==> src/rtl/slow2fast_evt.sv <==
// slow2fast_evt: turns the synchronized slow-domain level into filtered level, edge pulses,
// a saturating rise count and a one-deep event record. Filter built only with SLOW2FAST_EVT_FILT_EN.
module slow2fast_evt #(
  parameter int unsigned FILT_LEN = 4,
  parameter int unsigned CNT_W    = 8
) (
  input  logic             clk2,
  input  logic             rstn,
  input  logic             sig_in,
  input  logic             cnt_clr,
  output logic             level_q,
  output logic             rise_pls,
  output logic             fall_pls,
  output logic [CNT_W-1:0] evt_cnt,
  output logic             evt_valid,
  output logic             evt_type,
  input  logic             evt_ready,
  output logic             evt_ovf
);

  localparam logic [CNT_W-1:0] CntMax = {CNT_W{1'b1}};

  logic rise_d;
  logic fall_d;
  logic evt_new;
  logic evt_take;
  logic evt_drop;

`ifdef SLOW2FAST_EVT_FILT_EN
  localparam logic [7:0] FiltLast = 8'(FILT_LEN - 1);

  typedef enum logic [1:0] {StLow, StRise, StHigh, StFall} state_e;

  state_e     state_q, state_d;
  logic [7:0] fcnt_q, fcnt_d;

  always_comb begin
    state_d = state_q;
    fcnt_d  = fcnt_q;
    rise_d  = 1'b0;
    fall_d  = 1'b0;
    unique case (state_q)
      StLow: begin
        if (sig_in) begin
          // With FiltLast == 0 the transition completes on the first sampling edge.
          if (FiltLast == 8'd0) begin
            state_d = StHigh;
            rise_d  = 1'b1;
          end else begin
            state_d = StRise;
            fcnt_d  = 8'd1;
          end
        end
      end
      StRise: begin
        if (!sig_in) begin
          state_d = StLow;
          fcnt_d  = 8'd0;
        end else if (fcnt_q == FiltLast) begin
          state_d = StHigh;
          fcnt_d  = 8'd0;
          rise_d  = 1'b1;
        end else begin
          fcnt_d = fcnt_q + 8'd1;
        end
      end
      StHigh: begin
        if (!sig_in) begin
          if (FiltLast == 8'd0) begin
            state_d = StLow;
            fall_d  = 1'b1;
          end else begin
            state_d = StFall;
            fcnt_d  = 8'd1;
          end
        end
      end
      StFall: begin
        if (sig_in) begin
          state_d = StHigh;
          fcnt_d  = 8'd0;
        end else if (fcnt_q == FiltLast) begin
          state_d = StLow;
          fcnt_d  = 8'd0;
          fall_d  = 1'b1;
        end else begin
          fcnt_d = fcnt_q + 8'd1;
        end
      end
      default: begin
        state_d = StLow;
        fcnt_d  = 8'd0;
      end
    endcase
  end
`else
  // Unfiltered: every change of the sampled level is an event.
  assign rise_d = sig_in & ~level_q;
  assign fall_d = ~sig_in & level_q;

  logic unused_filt_len;
  assign unused_filt_len = |FILT_LEN;
`endif

  assign evt_new  = rise_d | fall_d;
  assign evt_take = evt_new & (~evt_valid | evt_ready);
  assign evt_drop = evt_new & evt_valid & ~evt_ready;

  always_ff @(posedge clk2 or negedge rstn) begin
    if (!rstn) begin
`ifdef SLOW2FAST_EVT_FILT_EN
      state_q <= StLow;
      fcnt_q  <= 8'd0;
`endif
      level_q   <= 1'b0;
      rise_pls  <= 1'b0;
      fall_pls  <= 1'b0;
      evt_cnt   <= '0;
      evt_valid <= 1'b0;
      evt_type  <= 1'b0;
      evt_ovf   <= 1'b0;
    end else begin
`ifdef SLOW2FAST_EVT_FILT_EN
      state_q <= state_d;
      fcnt_q  <= fcnt_d;
`endif
      rise_pls <= rise_d;
      fall_pls <= fall_d;
      if (rise_d) begin
        level_q <= 1'b1;
      end else if (fall_d) begin
        level_q <= 1'b0;
      end

      if (cnt_clr) begin
        evt_cnt <= CNT_W'(rise_d);
      end else if (rise_d && (evt_cnt != CntMax)) begin
        evt_cnt <= evt_cnt + CNT_W'(1);
      end

      if (evt_take) begin
        evt_valid <= 1'b1;
        evt_type  <= rise_d;
      end else if (evt_ready) begin
        evt_valid <= 1'b0;
      end

      // A drop wins over a simultaneous clear so the loss is never hidden.
      if (evt_drop) begin
        evt_ovf <= 1'b1;
      end else if (cnt_clr) begin
        evt_ovf <= 1'b0;
      end
    end
  end

endmodule

==> config.mk <==
export PLATFORM = sky130hd
export DESIGN_NAME = slow2fast_evt
export DESIGN_NICKNAME = d
export VERILOG_FILES = /design/src/rtl/slow2fast_evt.sv
export SDC_FILE = /design/constraint.sdc
export NUM_CORES = 1
export LEC_CHECK = 0
export ABC_AREA = 1
export CORE_MARGIN = 2
export CORE_UTILIZATION = 42
export CTS_CLUSTER_DIAMETER = 80
export CTS_CLUSTER_SIZE = 10
export DETAILED_ROUTE_END_ITERATION = 7
export PLACE_DENSITY_LB_ADDON = 0.15
export SLEW_MARGIN = 0
export SYNTH_ARGS = -nofsm -noshare
export SYNTH_HDL_FRONTEND = slang
export SYNTH_SLANG_ARGS = --single-unit
==> constraint.sdc <==
create_clock -name clk2 -period 1.11 [get_ports clk2]
set_input_delay 0.2775 -clock clk2 [delete_from_list [all_inputs] [get_ports clk2]]
set_output_delay 0.2775 -clock clk2 [all_outputs]
set_load 0.1 [all_outputs]
==> run metrics <==
Seq cells post-synth=14; vias in the first global route=891; Port Buffers=18; sequential share of the synthesized area=47.8%; Arr. time, crit path=between 1.5 and 2 ns; DR vias=about 950; H-tree depth=1; core area=about 0.0017 sq mm; Cell variety after synth=18; antenna-violating nets left=0; Syn Area/Cell=between 8 and 9 sq um; Synth top area share=47.8%; crit end category=flop; DR iter-0 viols=55; DR DRC count=0; Die Ht=~46 microns; Worst EP required=between 1 and 1.5 ns; placed cells=roughly 140; maximum clock frequency=approximately 0.69 GHz; cts bufs inserted=3; I/O pin cnt=19; CTS Buffer Depth=2; synth top area cells=dfrtp_1, nand2_1, inv_1; Area Growth Syn to Fin=120%; max cap viols=0; Avg WL per Cell=approximately 22 microns; final WL=~3.6 mm; row cnt=15; Worst Tran Pin Value=between 0.3 and 0.4 ns; gr usage total=26.6%; clock sink total=14; clock root cell=clkbuf_4; die extent in x=between 40 and 50 microns; Clock Skew=0.00861 ns; layout cells sized above 1=just under 70%; cells after synthesis=88; largest net degree at the start of global routing=15; first-pass GRT wire length=3.93 mm; failing checks=negative setup slack; peak supply drop=~2.2 mV; crit share post-route=131%; Final Setup Violations=26; crit path kind=flop to flop; Fin. Hold Viols=0; most frequent cells in the layout=buf_4, buf_12, buf_6; clk_lat worst skew=between 0.2 and 0.3 ns; Setup crit start kind=flop; Die Footprint=roughly 0.0021 sq mm; YS warnings=0; CP max stage cell=dfrtp_4; Power Dens Cells=2140 mW/mm^2; crit-path max FO=4; commonest non-fill, non-tap cell in the layout=buf_4; setup_tns=-5.00 ns; starting density of the core=between 40% and 50%; run status=complete, but fails checks; initial antenna violation count=0; min cycle time layout=1.46 ns; 1st-pass router iterations=4; Static Leak=0.817 nW; HPWL Detailed=roughly 1.4 mm; Via density=roughly 5.8; Slew Viols, Final=0; clk slew on worst S/H paths=0.10 ns; Max-slew headroom=approximately four fifths; fillers=between 40 and 50; fin cells=165; area leader, netlist=dfrtp_1; RSZ-0062 raised after global routing=yes; CP Cell Sequence=ha_4 -> nand2_4 -> nor2_4 -> a21oi_1 -> nand3_1 -> nand2_1; Mapped Nets=96; final worst setup slack=-0.348 ns; crit-path max cell delay=~0.52 ns; HP Class=input port to async pin; routability cong.=slightly below 0.8; Mapped Area=around 730 sq um; Hold WS=0.300 ns; nets=roughly 160; Antenna Cells=0; grt ovf=0; TritonCTS clock tree=built
-- stage by stage --
stage          instance area (sq um)  power, mW  utilization, %  worst slack [ns]
4_1_cts                         1530       3.25            90.6            -0.258
6_report                        1610       3.46            95.6            -0.348
3_5_place_dp                    1290       2.64            76.4            -0.435
2_1_floorplan                    813       1.86               -            -0.330
5_1_grt                         1610       3.54            95.6            -0.402
3_3_place_gp                    1290       2.62            76.4            -0.400
-- layer usage --
layer	GRT usage [%]	up-vias	wire [microns]	part of all wire, %
met5	0	-	0	0
met4	13.1	0	236	6.6
met3	5.16	29	336	9.4
met2	47.9	86	1810	51
met1	29.3	442	1190	33
li1	-	397	-	-
-- where the power goes --
part | total [mW] | leakage, nW | internal, mW | switching [mW]
sequential | 0.783 | 0.162 | 0.660 | 0.123
combinational | 2.28 | 0.634 | 0.932 | 1.35
clock | 0.393 | 0.0210 | 0.200 | 0.193
-- Yosys cell counts --
cell / count
a21oi_1: 5
a31oi_1: 1
clkinv_4: 1
dfrtp_1: 14
ha_1: 3
inv_1: 13
nand2_1: 24
nand2_2: 2
nand2_4: 3
nand3_1: 4
nand4_1: 2
nor2_1: 6
nor2_2: 2
nor2_4: 1
nor3_1: 1
o21ai_0: 4
o21bai_1: 1
xor2_1: 1
-- worst max-delay path: cells and delay by family, from the launching register on --
family	cells	cell delay (ns)
flip-flops	1	0.52
adder cells (fa/ha/maj)	1	0.18
AND/OR/NAND/NOR	4	0.42
AO/OA/AOI/OAI	1	0.28
-- final cells by class --
class / instances / area, sq um / area share (%)
clock buffers: 4 / 36.3 / 2.25
inverters: 14 / 67.6 / 4.19
repair buffers: 56 / 657 / 40.7
well taps: 17 / 21.3 / 1.32
multi-input cells: 60 / 452 / 28.0
flip-flops and latches: 14 / 380 / 23.6
-- flip-flops by register name, indices dropped and copies added (netlist names) --
| signal | flops |
|---|---|
| evt_cnt | 8 |
| evt_ovf | 1 |
| evt_type | 1 |
| evt_valid | 1 |
| fall_pls | 1 |
| level_q | 1 |
| rise_pls | 1 |
-- kinds of logic (layout without fill, tap and decap cells) --
| logic type | after synthesis | in the layout | synth area share (%) |
|---|---|---|---|
| AOI/OAI and AO/OA | 11 | 11 | 8.02 |
| adders and majority gates | 3 | 3 | 5.12 |
| buffers and inverters | 14 | 74 | 7.85 |
| and+or+nand+nor | 45 | 45 | 30.0 |
| xor gates and xnor gates | 1 | 1 | 1.19 |
| DFF | 14 | 14 | 47.8 |
-- worst paths after layout --
check | startpoint | endpoint | slack (ns) | cells after the start
max | evt_cnt[1] | evt_cnt[1] | -0.35 | 6
min | rstn | evt_cnt[1] | 0.30 | 2
max reg2reg | evt_cnt[1] | evt_cnt[1] | -0.35 | 6
min reg2reg | evt_ovf | evt_ovf | 0.66 | 3
max in group asynchronous | rstn | evt_cnt[2] | 0.60 | 2
min in group clk2 | sig_in | fall_pls | 0.53 | 3
-- repair_timing --
| item | 4_1_cts | 5_1_grt |
|---|---|---|
| buffers inserted | 17 | 3 |
| setup endpoints to repair | 24 | 25 |
| pin swaps | 6 | 7 |
| gates resized for setup | 27 | 16 |
| hold buffers | 0 | 0 |
Note: power is estimated with default switching activity, not from simulation.
